File: config.mk
export PLATFORM = sky130hd
export DESIGN_NAME = clock_divider_bank
export DESIGN_NICKNAME = d
export VERILOG_FILES = /design/src/rtl/clock_divider_bank.sv
export SDC_FILE = /design/constraint.sdc
export NUM_CORES = 1
export LEC_CHECK = 0
export CORE_UTILIZATION = 40
export DETAILED_ROUTE_END_ITERATION = 8
export PLACE_DENSITY = 0.59
export SLEW_MARGIN = 20
export SYNTH_ARGS = -nofsm -noshare
export SYNTH_HDL_FRONTEND = slang
export SYNTH_SLANG_ARGS = --single-unit
File: constraint.sdc
create_clock -name i_clock -period 6.7 [get_ports i_clock]
set_input_delay 1.34 -clock i_clock [delete_from_list [all_inputs] [get_ports i_clock]]
set_output_delay 1.34 -clock i_clock [all_outputs]
set_load 0.1 [all_outputs]
File: src/rtl/clock_divider_bank.sv
// clock_divider_bank: bank of NUM_CLOCKS integer clock dividers sharing one
// startup/realignment sequencer. Every output comes straight from a register.
module clock_divider_bank #(
  parameter int NUM_CLOCKS     = 3,
  parameter int DIV_WIDTH      = 8,
  parameter int STARTUP_CYCLES = 16
) (
  input  logic                            i_clock,
  input  logic                            i_reset,
  input  logic                            i_enable,
  input  logic [NUM_CLOCKS*DIV_WIDTH-1:0] i_div,
  input  logic                            i_load,
  output logic [NUM_CLOCKS-1:0]           o_clock,
  output logic [NUM_CLOCKS-1:0]           o_tick,
  output logic                            o_valid
);

  localparam int SW = (STARTUP_CYCLES > 1) ? $clog2(STARTUP_CYCLES) : 1;
  localparam logic [SW-1:0] LAST = SW'(STARTUP_CYCLES - 1);

  typedef enum logic [1:0] {
    IDLE,
    WAIT,
    RUN
  } state_t;

  state_t                 state;
  logic [SW-1:0]          scnt;
  logic [DIV_WIDTH-1:0]   ratio   [NUM_CLOCKS];
  logic [DIV_WIDTH-1:0]   cnt     [NUM_CLOCKS];

  logic [DIV_WIDTH-1:0]   eff_d   [NUM_CLOCKS];
  logic [DIV_WIDTH-1:0]   half_d  [NUM_CLOCKS];
  logic [DIV_WIDTH-1:0]   cnt_nxt [NUM_CLOCKS];
  logic [NUM_CLOCKS-1:0]  active;
  logic [NUM_CLOCKS-1:0]  clk_nxt;
  logic [NUM_CLOCKS-1:0]  tick_nxt;
  logic [NUM_CLOCKS-1:0]  load_on;

  // Per-channel next counter and next output levels; outputs are registered
  // from the next counter value so o_clock always matches the live count.
  always_comb begin
    clk_nxt  = '0;
    tick_nxt = '0;
    active   = '0;
    load_on  = '0;
    for (int unsigned k = 0; k < NUM_CLOCKS; k++) begin
      eff_d[k]   = (ratio[k] == DIV_WIDTH'(1)) ? DIV_WIDTH'(2) : ratio[k];
      // ceil(D/2) without needing an extra bit for D+1
      half_d[k]  = (eff_d[k] >> 1) + {{(DIV_WIDTH-1){1'b0}}, eff_d[k][0]};
      active[k]  = (ratio[k] != '0);
      if (!active[k] || (cnt[k] == eff_d[k] - DIV_WIDTH'(1)))
        cnt_nxt[k] = '0;
      else
        cnt_nxt[k] = cnt[k] + DIV_WIDTH'(1);
      clk_nxt[k]  = active[k] && (cnt_nxt[k] < half_d[k]);
      tick_nxt[k] = active[k] && (cnt_nxt[k] == '0);
      load_on[k]  = (i_div[k*DIV_WIDTH +: DIV_WIDTH] != '0);
    end
  end

  // Sequencer: IDLE -> WAIT (startup settle) -> RUN, with load realignment.
  always_ff @(posedge i_clock or negedge i_reset) begin
    if (!i_reset) begin
      state   <= IDLE;
      scnt    <= '0;
      o_clock <= '0;
      o_tick  <= '0;
      o_valid <= 1'b0;
      for (int unsigned k = 0; k < NUM_CLOCKS; k++) begin
        ratio[k] <= '0;
        cnt[k]   <= '0;
      end
    end else begin
      case (state)
        IDLE: begin
          o_clock <= '0;
          o_tick  <= '0;
          o_valid <= 1'b0;
          if (i_enable) begin
            state <= WAIT;
            scnt  <= '0;
          end
        end
        WAIT: begin
          if (!i_enable) begin
            state <= IDLE;
            scnt  <= '0;
          end else if (scnt == LAST) begin
            // Ratios latched here; first RUN cycle has every counter at 0.
            state   <= RUN;
            scnt    <= '0;
            o_valid <= 1'b1;
            o_clock <= load_on;
            o_tick  <= load_on;
            for (int unsigned k = 0; k < NUM_CLOCKS; k++) begin
              ratio[k] <= i_div[k*DIV_WIDTH +: DIV_WIDTH];
              cnt[k]   <= '0;
            end
          end else begin
            scnt <= scnt + SW'(1);
          end
        end
        RUN: begin
          if (!i_enable || i_load) begin
            state   <= i_enable ? WAIT : IDLE;
            scnt    <= '0;
            o_clock <= '0;
            o_tick  <= '0;
            o_valid <= 1'b0;
            for (int unsigned k = 0; k < NUM_CLOCKS; k++)
              cnt[k] <= '0;
          end else begin
            o_clock <= clk_nxt;
            o_tick  <= tick_nxt;
            for (int unsigned k = 0; k < NUM_CLOCKS; k++)
              cnt[k] <= cnt_nxt[k];
          end
        end
        default: begin
          state   <= IDLE;
          o_clock <= '0;
          o_tick  <= '0;
          o_valid <= 1'b0;
        end
      endcase
    end
  end

endmodule
Word level (Yosys, flattened, before mapping)
Index checks and enable logic that the tools add are counted.
{ "word_totals": {"register_bits": 61, "input_bits": 28} }
{ "op_classes": {"add_sub_neg": 10, "order_cmp": 3, "n_eq_ne": 14, "mux": 31, "n_reduce_logical": 32} }
{ "ops": {"columns": ["cell", "n"], "rows": [
  ["$mux 24", 3],
  ["$mux 8", 6],
  ["$pmux 24 s2", 1],
  ["$reduce_bool 8->1", 6],
  ["$add 7x1->8", 3],
  ["$add 8x1->8 const B", 3],
  ["$eq 8x1->1 const B", 3],
  ["$eq 8x8->1", 3],
  ["$logic_not 8->1", 3],
  ["$lt 8x8->1", 3],
  ["$sub 8x1->8 const B", 3],
  ["$mux 4", 4],
  ["$reduce_and 3->1", 5],
  ["$mux 3", 4],
  ["$pmux 3 s2", 2],
  ["$pmux 4 s3", 1],
  ["$mux 2", 4],
  ["$ne 2x2->1 const B", 4],
  ["$logic_and 1x1->1", 6],
  ["$pmux 2 s3", 1],
  ["$add 4x1->4 const B", 1],
  ["$eq 4x4->1 const B", 1],
  ["$logic_not 1->1", 4],
  ["$logic_or 1x1->1", 4],
  ["other kinds (9)", 12]
]} }

Logic depth before layout (Yosys ltp)
Gate-level depths: netlist of run 1.
{ "depth": {"depth_word": 10, "depth_mapped": 16, "mapped_depth_nobuf": 15} }

Worst setup path after synthesis of run 1
OpenSTA, ideal clock, no wires.
{ "synth_path": {"path_kind": "register to register", "from": "register ratio[16] (netlist bit)", "to": "register o_clock[0]", "setup_ns": 0.087, "arrival_time_ns": 3.385, "slack_ns": 3.228, "path_stages_with_launch": 16, "n_path_buf": 1, "cell_sequence": "dfrtp_1 -> inv_1 -> ha_1 -> and2_1 -> nor4b_1 -> a31oi_1 -> or4_1 -> o21ai_2 -> buf_4 -> a21oi_1 -> ha_1 -> a21o_1 -> a21o_1 -> a2111oi_0 -> o21ai_0 -> o211ai_1"} }
{ "synth_between": {"elab_chain_len": 10, "elab_cells_between_ends": 13, "classes_between": "add/sub (2); order compare (1); eq/ne (2); mux (4); reduce/logical (4)"} }
{ "synth_lines": {"columns": ["element", "line", "source"], "rows": [
  ["from (decl)", "29", "logic [DIV_WIDTH-1:0] ratio [NUM_CLOCKS];"],
  ["from (signal, indexed assignment)", "97", "ratio[k] <= i_div[k*DIV_WIDTH +: DIV_WIDTH];"],
  ["$eq 8x1->1", "48", "eff_d[k] = (ratio[k] == DIV_WIDTH'(1)) ? DIV_WIDTH'(2) : ratio[k];"],
  ["$mux 8", "48", null],
  ["$sub 8x1->8", "52", "if (!active[k] || (cnt[k] == eff_d[k] - DIV_WIDTH'(1)))"],
  ["$eq 8x8->1", "52", null],
  ["$logic_or 1x1->1", "52", null],
  ["$mux 8", "52", null],
  ["$lt 8x8->1", "56", "clk_nxt[k] = active[k] && (cnt_nxt[k] < half_d[k]);"],
  ["$logic_and 1x1->1 *", "56", null],
  ["$mux 3 *", "105", "if (!i_enable || i_load) begin"],
  ["$pmux 3 s2 *", "75", "case (state)"],
  ["to (signal assigned)", "94", "o_clock <= load_on;"],
  ["to (signal assigned)", "114", "o_clock <= clk_nxt;"],
  ["to (decl)", "13", "output logic [NUM_CLOCKS-1:0] o_clock,"]
]} }
Mark *: on every way between the ends. The rest lies on a longest branch, timed or not.
A chain may end at the register's enable or synchronous reset.

Final worst setup path of run 1
Ends and elaborated chain as after synthesis.

==> impl_results.html, run 1 <==
<table>
<tr><th>Metric</th><th>Value</th></tr>
<tr><th colspan="2">Status</th></tr>
<tr><td>Result of the run</td><td>complete, no violations</td></tr>
<tr><th colspan="2">Place</th></tr>
<tr><td>Placed wire-length estimate after detailed placement</td><td>9.14 mm</td></tr>
<tr><td>Number of placed instances, taps included</td><td>771</td></tr>
<tr><td>Routability cong.</td><td>0.892</td></tr>
<tr><td>Number of buffers added on ports</td><td>34</td></tr>
<tr><th colspan="2">Timing</th></tr>
<tr><td>Transition time of the tightest slew-check pin</td><td>0.971 ns</td></tr>
<tr><td>Tightest hold margin</td><td>0.499 ns</td></tr>
<tr><td>Final hold viol count</td><td>0</td></tr>
<tr><td>RSZ-0062 raised after global routing</td><td>no</td></tr>
<tr><td>Fin. max-slew vios</td><td>0</td></tr>
<tr><td>Period utilization</td><td>0.593</td></tr>
<tr><td>Worst clock skew on the final layout</td><td>0.00332 ns</td></tr>
<tr><td>Max transition margin</td><td>0.351</td></tr>
<tr><td>Total Neg Setup Slack</td><td>0 ns</td></tr>
<tr><td>Finish-stage setup viols</td><td>0</td></tr>
<tr><td>Maximum clock frequency</td><td>0.252 GHz</td></tr>
<tr><td>Tmin final</td><td>3.98 ns</td></tr>
<tr><th colspan="2">Min path</th></tr>
<tr><td>HP Class</td><td>flip-flop to flip-flop</td></tr>
<tr><td>Worst Hold Depth</td><td>2</td></tr>
<tr><th colspan="2">Setup path</th></tr>
<tr><td>Cell breakdown of the critical path</td><td>inv_1 -&gt; ha_1 -&gt; and2_1 -&gt; nor4b_1 -&gt; a31oi_1 -&gt; or4_1 -&gt; o21ai_2 -&gt; a21oi_1 -&gt; ha_1 -&gt; a21o_1 -&gt; a21o_1 -&gt; a2111oi_0 -&gt; o21ai_0 -&gt; o211ai_1</td></tr>
<tr><td>Required time of the worst setup path</td><td>6.95 ns</td></tr>
<tr><td>Kind of start point of the critical path</td><td>flip-flop</td></tr>
<tr><td>Critical path's largest stage delay</td><td>0.57 ns</td></tr>
<tr><td>Path type of the worst setup path</td><td>flip-flop to flip-flop</td></tr>
<tr><td>Crit path buf inv count</td><td>1</td></tr>
<tr><td>Top fanout value on the critical path</td><td>16</td></tr>
<tr><td>Number of logic stages on the critical path including buffering</td><td>14</td></tr>
<tr><td>Slowest-stage cell, CP</td><td>or4_1</td></tr>
<tr><td>Crit-path leading delay family</td><td>compound AO/OA/AOI/OAI gates</td></tr>
<tr><td>Type of destination of the critical path</td><td>flip-flop</td></tr>
<tr><td>Worst R2R Path Depth</td><td>14</td></tr>
<tr><td>Arrival @ worst endpoint</td><td>4.22 ns</td></tr>
<tr><th colspan="2">Clocking</th></tr>
<tr><td>TritonCTS clock tree</td><td>done</td></tr>
<tr><td>Buffer type at the clock tree root</td><td>clkbuf_16</td></tr>
<tr><td>Reg clk slew, reported paths</td><td>0.05 ns</td></tr>
<tr><td>Post-CTS setup-driven buffer insertion count</td><td>0</td></tr>
<tr><td>Cts bufs inserted</td><td>9</td></tr>
<tr><td>Sinks on Clock Net</td><td>61</td></tr>
<tr><td>Clk Latency, worst-skew pair</td><td>0.33 ns</td></tr>
<tr><td>Number of buffers inserted for hold repair after clock tree synthesis</td><td>0</td></tr>
<tr><td>Clock buffer depth</td><td>2</td></tr>
<tr><td>Resized Gates After CTS</td><td>0</td></tr>
<tr><td>Number of H-tree levels</td><td>3</td></tr>
<tr><th colspan="2">Route</th></tr>
<tr><td>DRC</td><td>0</td></tr>
<tr><td>DRT antenna net count</td><td>0</td></tr>
<tr><td>Via-per-instance ratio</td><td>5.60</td></tr>
<tr><td>Iteration-0 DRC count of the detailed router</td><td>239</td></tr>
<tr><td>Total wirelength of the detailed-routed design</td><td>12.4 mm</td></tr>
<tr><td>Drt wl/cell</td><td>15.8 um</td></tr>
<tr><td>First-pass iteration count of the detailed router</td><td>5</td></tr>
<tr><td>Number of vias in the routed layout</td><td>4403</td></tr>
<tr><th colspan="2">Yosys</th></tr>
<tr><td>Adder-Cell Fraction of Synth Area</td><td>0.107</td></tr>
<tr><td>Main combinational cell family by area after synthesis</td><td>simple AND/OR/NAND/NOR gates</td></tr>
<tr><td>Syn Nets</td><td>681</td></tr>
<tr><td>Post-Synth XOR/XNOR Area</td><td>0.0854</td></tr>
<tr><td>Gate count of the mapped netlist</td><td>609</td></tr>
<tr><td>Cell taking the most area after synthesis</td><td>dfrtp_1</td></tr>
<tr><td>Yosys warns</td><td>0</td></tr>
<tr><td>Count of state elements after synthesis</td><td>61</td></tr>
<tr><td>Post-synthesis mux area share</td><td>0.0369</td></tr>
<tr><td>Largest cells by area after synthesis</td><td>dfrtp_1 (30%), ha_1 (11%), xnor2_1 (4.6%)</td></tr>
<tr><td>Compound-gate portion of the synthesized area</td><td>0.175</td></tr>
<tr><td>Most frequent cell after synthesis</td><td>dfrtp_1</td></tr>
<tr><td>Post-synthesis share of cell area spent on and, or, nand and nor gates</td><td>0.245</td></tr>
<tr><td>Synthesized area divided by synthesized cell count</td><td>8.42 um^2</td></tr>
<tr><td>Fraction of the yosys area taken by sequential cells</td><td>0.298</td></tr>
<tr><td>Area share of the largest cell type after synthesis</td><td>0.298</td></tr>
<tr><td>Unique cell type count in the Yosys netlist</td><td>64</td></tr>
<tr><td>Commonest cells post-synth</td><td>dfrtp_1 (61), nand2_1 (55), ha_1 (44), nor2_1 (44), nand3_1 (38)</td></tr>
<tr><td>Syn Std Cell Area</td><td>0.00512 mm^2</td></tr>
<tr><td>Count of flip-flops with a built-in enable after synthesis</td><td>0</td></tr>
<tr><td>Dominant register cell in the synthesized netlist</td><td>dfrtp_1</td></tr>
<tr><td>Share of flip-flops with an asynchronous set or reset after synthesis</td><td>1.00</td></tr>
<tr><th colspan="2">Global routing</th></tr>
<tr><td>Antenna violations before repair</td><td>0</td></tr>
<tr><td>Global-route wire length before repair</td><td>21.4 mm</td></tr>
<tr><td>Vias in the first global route</td><td>4359</td></tr>
<tr><td>GR Overflow Total</td><td>0</td></tr>
<tr><td>Overall Global Routing Usage</td><td>0.207</td></tr>
<tr><td>Maximum number of pins on one net before global-route repair</td><td>62</td></tr>
<tr><th colspan="2">Die</th></tr>
<tr><td>Core Region</td><td>0.0123 mm^2</td></tr>
<tr><td>Die span in x</td><td>115 um</td></tr>
<tr><td>Die span in y</td><td>115 um</td></tr>
<tr><td>FP Rows</td><td>40</td></tr>
<tr><td>Number of primary I/O pins</td><td>35</td></tr>
<tr><td>Starting Density</td><td>0.418</td></tr>
<tr><td>Floorplan die area</td><td>0.0133 mm^2</td></tr>
<tr><th colspan="2">Finish</th></tr>
<tr><td>Post-route non-filler standard cell count</td><td>786</td></tr>
<tr><td>Antenna diode count</td><td>0</td></tr>
<tr><td>Area Growth Syn to Fin</td><td>13.7%</td></tr>
<tr><td>Fraction of layout cells with a size suffix above 1</td><td>0.0744</td></tr>
<tr><td>Final-stage net count</td><td>686</td></tr>
<tr><td>Share of the core filled with cells in the final layout</td><td>0.475</td></tr>
<tr><th colspan="2">Pwr</th></tr>
<tr><td>Cell area power density</td><td>213 mW/mm^2</td></tr>
<tr><td>Switching part of the total power</td><td>0.330</td></tr>
<tr><td>Internal Power</td><td>832 uW</td></tr>
<tr><td>Switching pwr</td><td>409 uW</td></tr>
<tr><td>Leakage power total</td><td>0.00257 uW</td></tr>
<tr><td>Power share of the sequential group</td><td>0.340</td></tr>
<tr><td>Logic pwr share</td><td>0.259</td></tr>
<tr><td>Clock group share of total power</td><td>0.401</td></tr>
<tr><td>Worst VDD drop</td><td>0.0940 mV</td></tr>
<tr><th colspan="2">Run</th></tr>
<tr><td>Maximum capacitance violations</td><td>0</td></tr>
</table>
power by group through the flow:
stage / logic (uW) / clock network, uW / registers, uW
floorplan: 182 / 0 / 462
global placement: 316 / 0 / 427
detailed placement: 322 / 0 / 428
CTS: 323 / 511 / 422
global route: 357 / 527 / 426
finish: 322 / 497 / 422
layout by cell type (no fill, tap or decap), types with 5 or more instances in the layout:
| cell | count |
|---|---|
| nor3_1 | 18 |
| nor2_1 | 43 |
| ha_1 | 44 |
| nand3_1 | 38 |
| nor2b_1 | 7 |
| nand4_1 | 5 |
| a22o_1 | 5 |
| xnor2_1 | 27 |
| o41ai_1 | 8 |
| clkdlybuf4s50_1 | 33 |
| a32oi_1 | 5 |
| o211ai_1 | 6 |
| dfrtp_1 | 61 |
| nand3b_1 | 7 |
| inv_1 | 22 |
| clkbuf_16 | 9 |
| nand2b_1 | 15 |
| o21ai_0 | 34 |
| nand2_1 | 55 |
| xor2_1 | 23 |
| nor4_1 | 7 |
| mux2_2 | 15 |
| a21oi_1 | 27 |
| o31ai_1 | 6 |
| a21o_1 | 9 |
| and3_1 | 12 |
stage by stage:
step	setup slack [ns]	area (um^2)	total power (uW)
floorplan	3.23	5120	643
global placement	2.96	5510	743
global route	2.47	5830	1310
detailed placement	2.80	5510	750
finish	2.73	5830	1240
CTS	2.81	5830	1260
registers in the layout, summed over array words and instances (netlist names):
name     flops
scnt         4
o_tick       3
state        2
ratio       24
o_clock      3
cnt         24
o_valid      1
layout make-up:
type / instances / area (um^2)
clock buffer: 11 / 243
fill: 1182 / 6440
timing repair buffer: 37 / 358
inverter: 22 / 82.6
clock inverter: 4 / 72.6
sequential: 61 / 1530
tap: 168 / 210
multi-input combinational: 483 / 3330
worst reg2reg max path, cell delays in order, from the launching register on:
cell       delay [ns]
dfrtp_1          0.42
inv_1            0.14
ha_1             0.19
and2_1           0.17
nor4b_1          0.25
a31oi_1          0.07
or4_1            0.57
o21ai_2          0.55
a21oi_1          0.09
ha_1             0.34
a21o_1           0.19
a21o_1           0.16
a2111oi_0        0.41
o21ai_0          0.15
o211ai_1         0.20
cells by family (layout without fill, tap and decap cells):
logic type | Yosys count | in the layout
buffers and inverters | 65 | 74
AOI/OAI and AO/OA | 133 | 133
DFF | 61 | 61
adders and majority gates | 44 | 44
xor gates and xnor gates | 50 | 50
and+or+nand+nor | 239 | 239
muxes | 17 | 17
per-layer routing:
| layer | vias to the layer above | routed length, um | GRT usage |
|---|---|---|---|
| met1 | 2100 | 6000 | 0.277 |
| met3 | 17 | 371 | 0.0322 |
| met4 | 0 | 231 | 0.0736 |
| met2 | 79 | 5780 | 0.339 |
| li1 | 2207 | - | - |
| met5 | - | 0 | 0 |
worst paths after layout:
path / from / to / slack, ns
min in group asynchronous: i_reset / ratio[16] / 1.16
worst max-delay path: ratio[16] / o_clock[0] / 2.73
max in group asynchronous: i_reset / ratio[6] / 5.01
worst min register to register: o_tick[1] / o_tick[1] / 0.50
worst min-delay path: o_tick[1] / o_tick[1] / 0.50
worst max register to register: ratio[16] / o_clock[0] / 2.73
Note: power is estimated with default switching activity, not from simulation.
==> inputs of run 2 (changes only) <==
clock period = 4.1 ns   (was 6.7 ns; I/O delays follow)
==> run 2 against run 1 <==
  * Clock-buffer cell count down 2
  * Cell count increased by 0.76%
  * Via count fell by 0.68%
  * Non-clock buffer count grew 5
  * Power rose by 60%
  * Setup slack got worse by 2.2 ns
  * Clock skew up 0.0093 ns
  * Die area did not move
  * Sequential cell count is the same
  * Critical path type unchanged
  * First-iteration DRC count decreased by 14%
==> impl_results.html, run 2 (same netlist as run 1, synthesis figures left out) <==
<table>
<tr><th>Metric</th><th>Value</th></tr>
<tr><th colspan="2">Finish</th></tr>
<tr><td>Final-stage net count</td><td>691 (was 686)</td></tr>
<tr><td>Biggest registers after layout</td><td>cnt: 24 flops, ratio: 24 flops, scnt: 4 flops (unchanged)</td></tr>
<tr><td>Share of the core filled with cells in the final layout</td><td>0.477 (was 0.475)</td></tr>
<tr><td>Most common cell after layout, fill and taps aside</td><td>dfrtp_1 (unchanged)</td></tr>
<tr><td>Most frequent cells in the layout</td><td>dfrtp_1 (61), nand2_1 (55), ha_1 (44) (unchanged)</td></tr>
<tr><td>Area Growth Syn to Fin</td><td>14.1% (was 13.7%)</td></tr>
<tr><td>Fillers</td><td>1173 (was 1182)</td></tr>
<tr><td>Antenna diode count</td><td>0 (unchanged)</td></tr>
<tr><td>Fraction of layout cells with a size suffix above 1</td><td>0.0849 (was 0.0744)</td></tr>
<tr><td>Post-route non-filler standard cell count</td><td>792 (was 786)</td></tr>
<tr><th colspan="2">Clocking</th></tr>
<tr><td>Number of buffers inserted for hold repair after clock tree synthesis</td><td>0 (unchanged)</td></tr>
<tr><td>Reg clk slew, reported paths</td><td>0.06 ns (was 0.05 ns)</td></tr>
<tr><td>Clk Latency, worst-skew pair</td><td>0.34 ns (was 0.33 ns)</td></tr>
<tr><td>Number of H-tree levels</td><td>3 (unchanged)</td></tr>
<tr><td>TritonCTS clock tree</td><td>done (unchanged)</td></tr>
<tr><td>Sinks on Clock Net</td><td>61 (unchanged)</td></tr>
<tr><td>Post-CTS setup-driven buffer insertion count</td><td>0 (unchanged)</td></tr>
<tr><td>Resized Gates After CTS</td><td>0 (unchanged)</td></tr>
<tr><td>Cts bufs inserted</td><td>9 (unchanged)</td></tr>
<tr><td>Buffer type at the clock tree root</td><td>clkbuf_16 (unchanged)</td></tr>
<tr><td>Clock buffer depth</td><td>2 (unchanged)</td></tr>
<tr><th colspan="2">Setup path</th></tr>
<tr><td>Type of destination of the critical path</td><td>flip-flop (unchanged)</td></tr>
<tr><td>Path type of the worst setup path</td><td>flip-flop to flip-flop (unchanged)</td></tr>
<tr><td>Top fanout value on the critical path</td><td>15 (was 16)</td></tr>
<tr><td>Required time of the worst setup path</td><td>4.35 ns (was 6.95 ns)</td></tr>
<tr><td>Kind of start point of the critical path</td><td>flip-flop (unchanged)</td></tr>
<tr><td>Worst R2R Path Depth</td><td>15 (was 14)</td></tr>
<tr><td>Arrival @ worst endpoint</td><td>3.81 ns (was 4.22 ns)</td></tr>
<tr><th colspan="2">Timing</th></tr>
<tr><td>Fin. max-slew vios</td><td>0 (unchanged)</td></tr>
<tr><td>Transition time of the tightest slew-check pin</td><td>0.968 ns (was 0.971 ns)</td></tr>
<tr><td>Worst clock skew on the final layout</td><td>0.0126 ns (was 0.00332 ns)</td></tr>
<tr><td>Max transition margin</td><td>0.353 (was 0.351)</td></tr>
<tr><td>Final hold viol count</td><td>0 (unchanged)</td></tr>
<tr><td>Period utilization</td><td>0.867 (was 0.593)</td></tr>
<tr><td>Finish-stage setup viols</td><td>0 (unchanged)</td></tr>
<tr><td>Total Neg Setup Slack</td><td>0 ns (unchanged)</td></tr>
<tr><td>RSZ-0062 raised after global routing</td><td>no (unchanged)</td></tr>
<tr><td>Tmin final</td><td>3.55 ns (was 3.98 ns)</td></tr>
<tr><td>Maximum clock frequency</td><td>0.281 GHz (was 0.252 GHz)</td></tr>
<tr><th colspan="2">Route</th></tr>
<tr><td>First-pass iteration count of the detailed router</td><td>4 (was 5)</td></tr>
<tr><td>Total wirelength of the detailed-routed design</td><td>12.2 mm (was 12.4 mm)</td></tr>
<tr><td>DRT antenna net count</td><td>0 (unchanged)</td></tr>
<tr><td>Via-per-instance ratio</td><td>5.52 (was 5.60)</td></tr>
<tr><td>Drt wl/cell</td><td>15.4 um (was 15.8 um)</td></tr>
<tr><td>DRC</td><td>0 (unchanged)</td></tr>
<tr><td>Iteration-0 DRC count of the detailed router</td><td>205 (was 239)</td></tr>
<tr><td>Number of vias in the routed layout</td><td>4373 (was 4403)</td></tr>
<tr><th colspan="2">Pwr</th></tr>
<tr><td>Cell area power density</td><td>339 mW/mm^2 (was 213 mW/mm^2)</td></tr>
<tr><td>Post-layout power</td><td>1980 uW (was 1240 uW)</td></tr>
<tr><td>Leakage power total</td><td>0.00258 uW (was 0.00257 uW)</td></tr>
<tr><td>Worst VDD drop</td><td>0.213 mV (was 0.0940 mV)</td></tr>
<tr><th colspan="2">Global routing</th></tr>
<tr><td>Global-route wire length before repair</td><td>20.9 mm (was 21.4 mm)</td></tr>
<tr><td>Vias in the first global route</td><td>4379 (was 4359)</td></tr>
<tr><td>Overall Global Routing Usage</td><td>0.201 (was 0.207)</td></tr>
<tr><td>Maximum number of pins on one net before global-route repair</td><td>39 (was 62)</td></tr>
<tr><td>Antenna violations before repair</td><td>0 (unchanged)</td></tr>
<tr><td>GR Overflow Total</td><td>0 (unchanged)</td></tr>
<tr><th colspan="2">Die</th></tr>
<tr><td>Die span in y</td><td>115 um (unchanged)</td></tr>
<tr><td>Floorplan die area</td><td>0.0133 mm^2 (unchanged)</td></tr>
<tr><td>Number of primary I/O pins</td><td>35 (unchanged)</td></tr>
<tr><td>Die span in x</td><td>115 um (unchanged)</td></tr>
<tr><td>Starting Density</td><td>0.418 (unchanged)</td></tr>
<tr><td>FP Rows</td><td>40 (unchanged)</td></tr>
<tr><td>Core Region</td><td>0.0123 mm^2 (unchanged)</td></tr>
<tr><th colspan="2">Place</th></tr>
<tr><td>Placed wire-length estimate after detailed placement</td><td>9.41 mm (was 9.14 mm)</td></tr>
<tr><td>Number of placed instances, taps included</td><td>776 (was 771)</td></tr>
<tr><td>Routability cong.</td><td>0.842 (was 0.892)</td></tr>
<tr><td>Number of buffers added on ports</td><td>34 (unchanged)</td></tr>
<tr><th colspan="2">Run</th></tr>
<tr><td>Maximum capacitance violations</td><td>0 (unchanged)</td></tr>
<tr><th colspan="2">Min path</th></tr>
<tr><td>Worst Hold Depth</td><td>1 (was 2)</td></tr>
<tr><td>HP Class</td><td>flip-flop to flip-flop (unchanged)</td></tr>
<tr><th colspan="2">Status</th></tr>
<tr><td>Result of the run</td><td>complete, no violations (unchanged)</td></tr>
</table>
run 2: changes by cell type in the layout (fill, tap and decap cells not counted):
| cell | change |
|---|---|
| clkbuf_1 | -1 |
| clkinvlp_4 | +2 |
| bufinv_16 | -1 |
| inv_6 | +1 |
| clkbuf_8 | -1 |
| buf_4 | +5 |
| clkinv_4 | +1 |
run 2: worst paths after layout:
path | start | endpoint | slack (ns)
max | ratio[16] | o_clock[0] | 0.55
max reg2reg | ratio[16] | o_clock[0] | 0.55
min reg2reg | scnt[3] | scnt[3] | 0.50
min in group asynchronous | i_reset | cnt[17] | 0.59
max in group asynchronous | i_reset | ratio[8] | 2.64
min | scnt[3] | scnt[3] | 0.50
run 2: report_power, final:
group	switching [uW]	leakage, uW	internal, uW	total [uW]
Clock	293	0.000138	472	765
Sequential	50.0	0.000801	639	689
Combinational	347	0.00164	181	527
Total	690	0.00258	1290	1980
run 2: metal layers:
| layer | share of wire | track usage | up-vias |
|---|---|---|---|
| met1 | 0.49 | 0.273 | 2061 |
| li1 | - | - | 2214 |
| met5 | 0 | 0 | - |
| met3 | 0.029 | 0.0322 | 22 |
| met4 | 0.027 | 0.0987 | 0 |
| met2 | 0.45 | 0.312 | 76 |
run 2: stage by stage:
| step | cell area (um^2) | setup slack [ns] | hold WS (ns) |
|---|---|---|---|
| after detailed placement | 5550 | 0.595 | 0.490 |
| after floorplan | 5120 | 0.628 | 0.463 |
| after global routing | 5850 | 0.140 | 0.519 |
| final | 5850 | 0.547 | 0.496 |
| after CTS | 5850 | 0.578 | 0.498 |
| after global placement | 5550 | 0.708 | 0.481 |
run 2: final cells by class:
cell class,instances,area (um^2),area share
multi-input combinational,483,3330,0.570
sequential,61,1530,0.261
timing repair buffer,42,395,0.0676
clock buffer,9,225,0.0385
tap,168,210,0.0359
inverter,22,82.6,0.0141
clock inverter,7,75.1,0.0128
run 2: critical path, stage by stage, from the launching register on:
cell and delay, ns:
dfrtp_1 0.41, inv_1 0.13, ha_1 0.19, and2_1 0.16, nor4b_1 0.24, a31oi_1 0.07
or4_1 0.57, o21ai_2 0.17, buf_4 0.22, a21oi_1 0.07, ha_1 0.21, a21o_1 0.16
a21o_1 0.17, a2111oi_0 0.37, o21ai_0 0.14, o211ai_1 0.18
==> inputs of run 3 (changes only) <==
ABC_AREA = 0   (was not set)
CORE_MARGIN = 1.5   (was not set)
SLEW_MARGIN = not set   (was 20)
==> run 3 against run 2 <==
  * Routed wire length increased by 1.8%
  * Sequential share of layout area fell by 0.19 points
  * Cell count grew 0.25%
  * Clock-buffer cell count is 4 higher
  * Non-clock buffer count down 2
  * Via count is 2.4% higher
  * Setup slack got worse by 0.18 ns
  * Clock skew is 0.0067 ns lower
==> impl_results.html, run 3 (same netlist as run 1, synthesis figures left out) <==
<table>
<tr><th>Metric</th><th>Value</th></tr>
<tr><th colspan="2">Route</th></tr>
<tr><td>Total wirelength of the detailed-routed design</td><td>12.4 mm (was 12.2 mm)</td></tr>
<tr><td>Iteration-0 DRC count of the detailed router</td><td>277 (was 205)</td></tr>
<tr><td>First-pass iteration count of the detailed router</td><td>5 (was 4)</td></tr>
<tr><td>Via-per-instance ratio</td><td>5.64 (was 5.52)</td></tr>
<tr><td>DRC</td><td>0 (unchanged)</td></tr>
<tr><td>DRT antenna net count</td><td>0 (unchanged)</td></tr>
<tr><td>Number of vias in the routed layout</td><td>4479 (was 4373)</td></tr>
<tr><td>Drt wl/cell</td><td>15.6 um (was 15.4 um)</td></tr>
<tr><th colspan="2">Timing</th></tr>
<tr><td>RSZ-0062 raised after global routing</td><td>no (unchanged)</td></tr>
<tr><td>Worst clock skew on the final layout</td><td>0.00595 ns (was 0.0126 ns)</td></tr>
<tr><td>Maximum clock frequency</td><td>0.268 GHz (was 0.281 GHz)</td></tr>
<tr><td>Fin. max-slew vios</td><td>0 (unchanged)</td></tr>
<tr><td>Period utilization</td><td>0.911 (was 0.867)</td></tr>
<tr><td>Tmin final</td><td>3.73 ns (was 3.55 ns)</td></tr>
<tr><td>Total Neg Setup Slack</td><td>0 ns (unchanged)</td></tr>
<tr><td>Finish-stage setup viols</td><td>0 (unchanged)</td></tr>
<tr><td>Final hold viol count</td><td>0 (unchanged)</td></tr>
<tr><td>Tightest hold margin</td><td>0.398 ns (was 0.496 ns)</td></tr>
<tr><td>Transition time of the tightest slew-check pin</td><td>1.20 ns (was 0.968 ns)</td></tr>
<tr><td>Max transition margin</td><td>0.200 (was 0.353)</td></tr>
<tr><th colspan="2">Clocking</th></tr>
<tr><td>Reg clk slew, reported paths</td><td>0.05 ns (was 0.06 ns)</td></tr>
<tr><td>Cts bufs inserted</td><td>9 (unchanged)</td></tr>
<tr><td>Clk Latency, worst-skew pair</td><td>0.33 ns (was 0.34 ns)</td></tr>
<tr><td>Sinks on Clock Net</td><td>61 (unchanged)</td></tr>
<tr><td>TritonCTS clock tree</td><td>done (unchanged)</td></tr>
<tr><td>Clock buffer depth</td><td>2 (unchanged)</td></tr>
<tr><td>Number of H-tree levels</td><td>3 (unchanged)</td></tr>
<tr><td>Post-CTS setup-driven buffer insertion count</td><td>0 (unchanged)</td></tr>
<tr><td>Buffer type at the clock tree root</td><td>clkbuf_16 (unchanged)</td></tr>
<tr><th colspan="2">Die</th></tr>
<tr><td>Core Region</td><td>0.0126 mm^2 (was 0.0123 mm^2)</td></tr>
<tr><td>Die span in y</td><td>116 um (was 115 um)</td></tr>
<tr><td>Number of primary I/O pins</td><td>35 (unchanged)</td></tr>
<tr><td>Floorplan die area</td><td>0.0135 mm^2 (was 0.0133 mm^2)</td></tr>
<tr><td>FP Rows</td><td>41 (was 40)</td></tr>
<tr><td>Die span in x</td><td>116 um (was 115 um)</td></tr>
<tr><td>Starting Density</td><td>0.408 (was 0.418)</td></tr>
<tr><th colspan="2">Finish</th></tr>
<tr><td>Post-route non-filler standard cell count</td><td>794 (was 792)</td></tr>
<tr><td>Most frequent cells in the layout</td><td>dfrtp_1 (61), nand2_1 (55), ha_1 (44) (unchanged)</td></tr>
<tr><td>Area of combinational cells with multiple inputs</td><td>0.00334 mm^2 (was 0.00333 mm^2)</td></tr>
<tr><td>Final-stage net count</td><td>689 (was 691)</td></tr>
<tr><td>Area Growth Syn to Fin</td><td>14.9% (was 14.1%)</td></tr>
<tr><td>Most common cell after layout, fill and taps aside</td><td>dfrtp_1 (unchanged)</td></tr>
<tr><td>Fillers</td><td>1238 (was 1173)</td></tr>
<tr><td>Area taken by flip-flops and latches</td><td>0.00153 mm^2 (unchanged)</td></tr>
<tr><td>Biggest registers after layout</td><td>cnt: 24 flops, ratio: 24 flops, scnt: 4 flops (unchanged)</td></tr>
<tr><td>Fraction of layout cells with a size suffix above 1</td><td>0.0820 (was 0.0849)</td></tr>
<tr><td>Antenna diode count</td><td>0 (unchanged)</td></tr>
<tr><th colspan="2">Setup path</th></tr>
<tr><td>Worst R2R Path Depth</td><td>14 (was 15)</td></tr>
<tr><td>End of the worst register-to-register path</td><td>o_clock[0] (unchanged)</td></tr>
<tr><td>Top fanout value on the critical path</td><td>8 (was 15)</td></tr>
<tr><td>Crit-path leading delay family</td><td>compound AO/OA/AOI/OAI gates (unchanged)</td></tr>
<tr><td>Crit path buf inv count</td><td>1 (was 2)</td></tr>
<tr><td>Kind of start point of the critical path</td><td>flip-flop (unchanged)</td></tr>
<tr><td>Critical path's largest stage delay</td><td>0.60 ns (was 0.57 ns)</td></tr>
<tr><td>Cell breakdown of the critical path</td><td>inv_1 -&gt; ha_1 -&gt; and2_1 -&gt; nor4b_1 -&gt; a31oi_1 -&gt; or4_1 -&gt; o21ai_4 -&gt; a21oi_1 -&gt; ha_1 -&gt; a21o_1 -&gt; a21o_1 -&gt; a2111oi_0 -&gt; o21ai_0 -&gt; o211ai_1 (was inv_1 -&gt; ha_1 -&gt; and2_1 -&gt; nor4b_1 -&gt; a31oi_1 -&gt; or4_1 -&gt; o21ai_2 -&gt; buf_4 -&gt; a21oi_1 -&gt; ha_1 -&gt; a21o_1 -&gt; a21o_1 -&gt; a2111oi_0 -&gt; o21ai_0 -&gt; o211ai_1)</td></tr>
<tr><td>Worst reg2reg startpoint</td><td>ratio[16] (unchanged)</td></tr>
<tr><td>Required time of the worst setup path</td><td>4.34 ns (was 4.35 ns)</td></tr>
<tr><td>Slowest-stage cell, CP</td><td>or4_1 (unchanged)</td></tr>
<tr><td>Number of logic stages on the critical path including buffering</td><td>14 (was 15)</td></tr>
<tr><td>Minimum setup slack among reg-to-reg paths</td><td>0.37 ns (was 0.55 ns)</td></tr>
<tr><td>Arrival @ worst endpoint</td><td>3.98 ns (was 3.81 ns)</td></tr>
<tr><td>Type of destination of the critical path</td><td>flip-flop (unchanged)</td></tr>
<tr><td>Path type of the worst setup path</td><td>flip-flop to flip-flop (unchanged)</td></tr>
<tr><th colspan="2">Place</th></tr>
<tr><td>Routability cong.</td><td>0.862 (was 0.842)</td></tr>
<tr><td>Number of placed instances, taps included</td><td>778 (was 776)</td></tr>
<tr><td>Number of buffers added on ports</td><td>34 (unchanged)</td></tr>
<tr><td>Placed wire-length estimate after detailed placement</td><td>9.28 mm (was 9.41 mm)</td></tr>
<tr><th colspan="2">Global routing</th></tr>
<tr><td>Vias in the first global route</td><td>4264 (was 4379)</td></tr>
<tr><td>Maximum number of pins on one net before global-route repair</td><td>48 (was 39)</td></tr>
<tr><td>Global-route wire length before repair</td><td>21.0 mm (was 20.9 mm)</td></tr>
<tr><td>Antenna violations before repair</td><td>0 (unchanged)</td></tr>
<tr><td>Overall Global Routing Usage</td><td>0.199 (was 0.201)</td></tr>
<tr><td>GR Overflow Total</td><td>0 (unchanged)</td></tr>
<tr><th colspan="2">Run</th></tr>
<tr><td>Maximum capacitance violations</td><td>0 (unchanged)</td></tr>
<tr><th colspan="2">Pwr</th></tr>
<tr><td>Leakage power total</td><td>0.00261 uW (was 0.00258 uW)</td></tr>
<tr><td>Worst VDD drop</td><td>0.236 mV (was 0.213 mV)</td></tr>
<tr><td>Post-layout power</td><td>2090 uW (was 1980 uW)</td></tr>
<tr><td>Cell area power density</td><td>355 mW/mm^2 (was 339 mW/mm^2)</td></tr>
<tr><th colspan="2">Status</th></tr>
<tr><td>Result of the run</td><td>complete, no violations (unchanged)</td></tr>
<tr><th colspan="2">Min path</th></tr>
<tr><td>HP Class</td><td>input port to asynchronous set/reset pin (was flip-flop to flip-flop)</td></tr>
</table>
-- run 3: changes by cell type in the layout (fill, tap and decap cells not counted), sizes merged --
cell	change
clkbuf	+4
clkinvlp	-3
bufinv	+1
inv	-1
buf	-2
clkinv	-1
-- run 3: worst max-delay path by stage --
stage | start | end
6_report | ratio[16] | o_clock[0]
5_1_grt | ratio[16] | o_clock[0]
4_1_cts | ratio[16] | o_clock[0]
3_5_place_dp | ratio[16] | o_clock[0]
3_3_place_gp | ratio[16] | o_clock[0]
2_1_floorplan | ratio[16] | o_clock[0]
-- run 3: area by class of cell --
class                           instances  share of cell area
Sequential cell                        61               0.259
Inverter                               22              0.0140
Multi-Input combinational cell        483               0.567
Timing Repair Buffer                   40              0.0646
Clock inverter                          3              0.0110
Clock buffer                           13              0.0476
Tap cell                              172              0.0365
-- run 3: what timing repair did --
item                                    4_1_cts  5_1_grt
gates resized for setup                       0        1
endpoints found under the hold margin         0        0
endpoints found under the setup margin        0        1
hold buffers                                  0        0
-- run 3: metal layers --
metal  GRT usage  routed length [um]
met3      0.0265                 444
met1       0.261                5780
met5           0                   0
met2       0.334                5870
met4      0.0789                 311
-- run 3: report_power, final --
part           switching, uW  leakage, uW  internal, uW
registers               50.8     0.000801           639
logic                    352      0.00164           177
clock network            273     0.000172           597
total                    676      0.00261          1410
-- run 3: through the flow --
stage                      util  setup WS, ns  cell area, um^2
final                     0.469         0.367             5890
after global routing      0.469        0.0613             5890
after CTS                 0.468         0.343             5880
after detailed placement  0.441         0.363             5540
after global placement    0.441         0.468             5540
after floorplan               -         0.628             5120
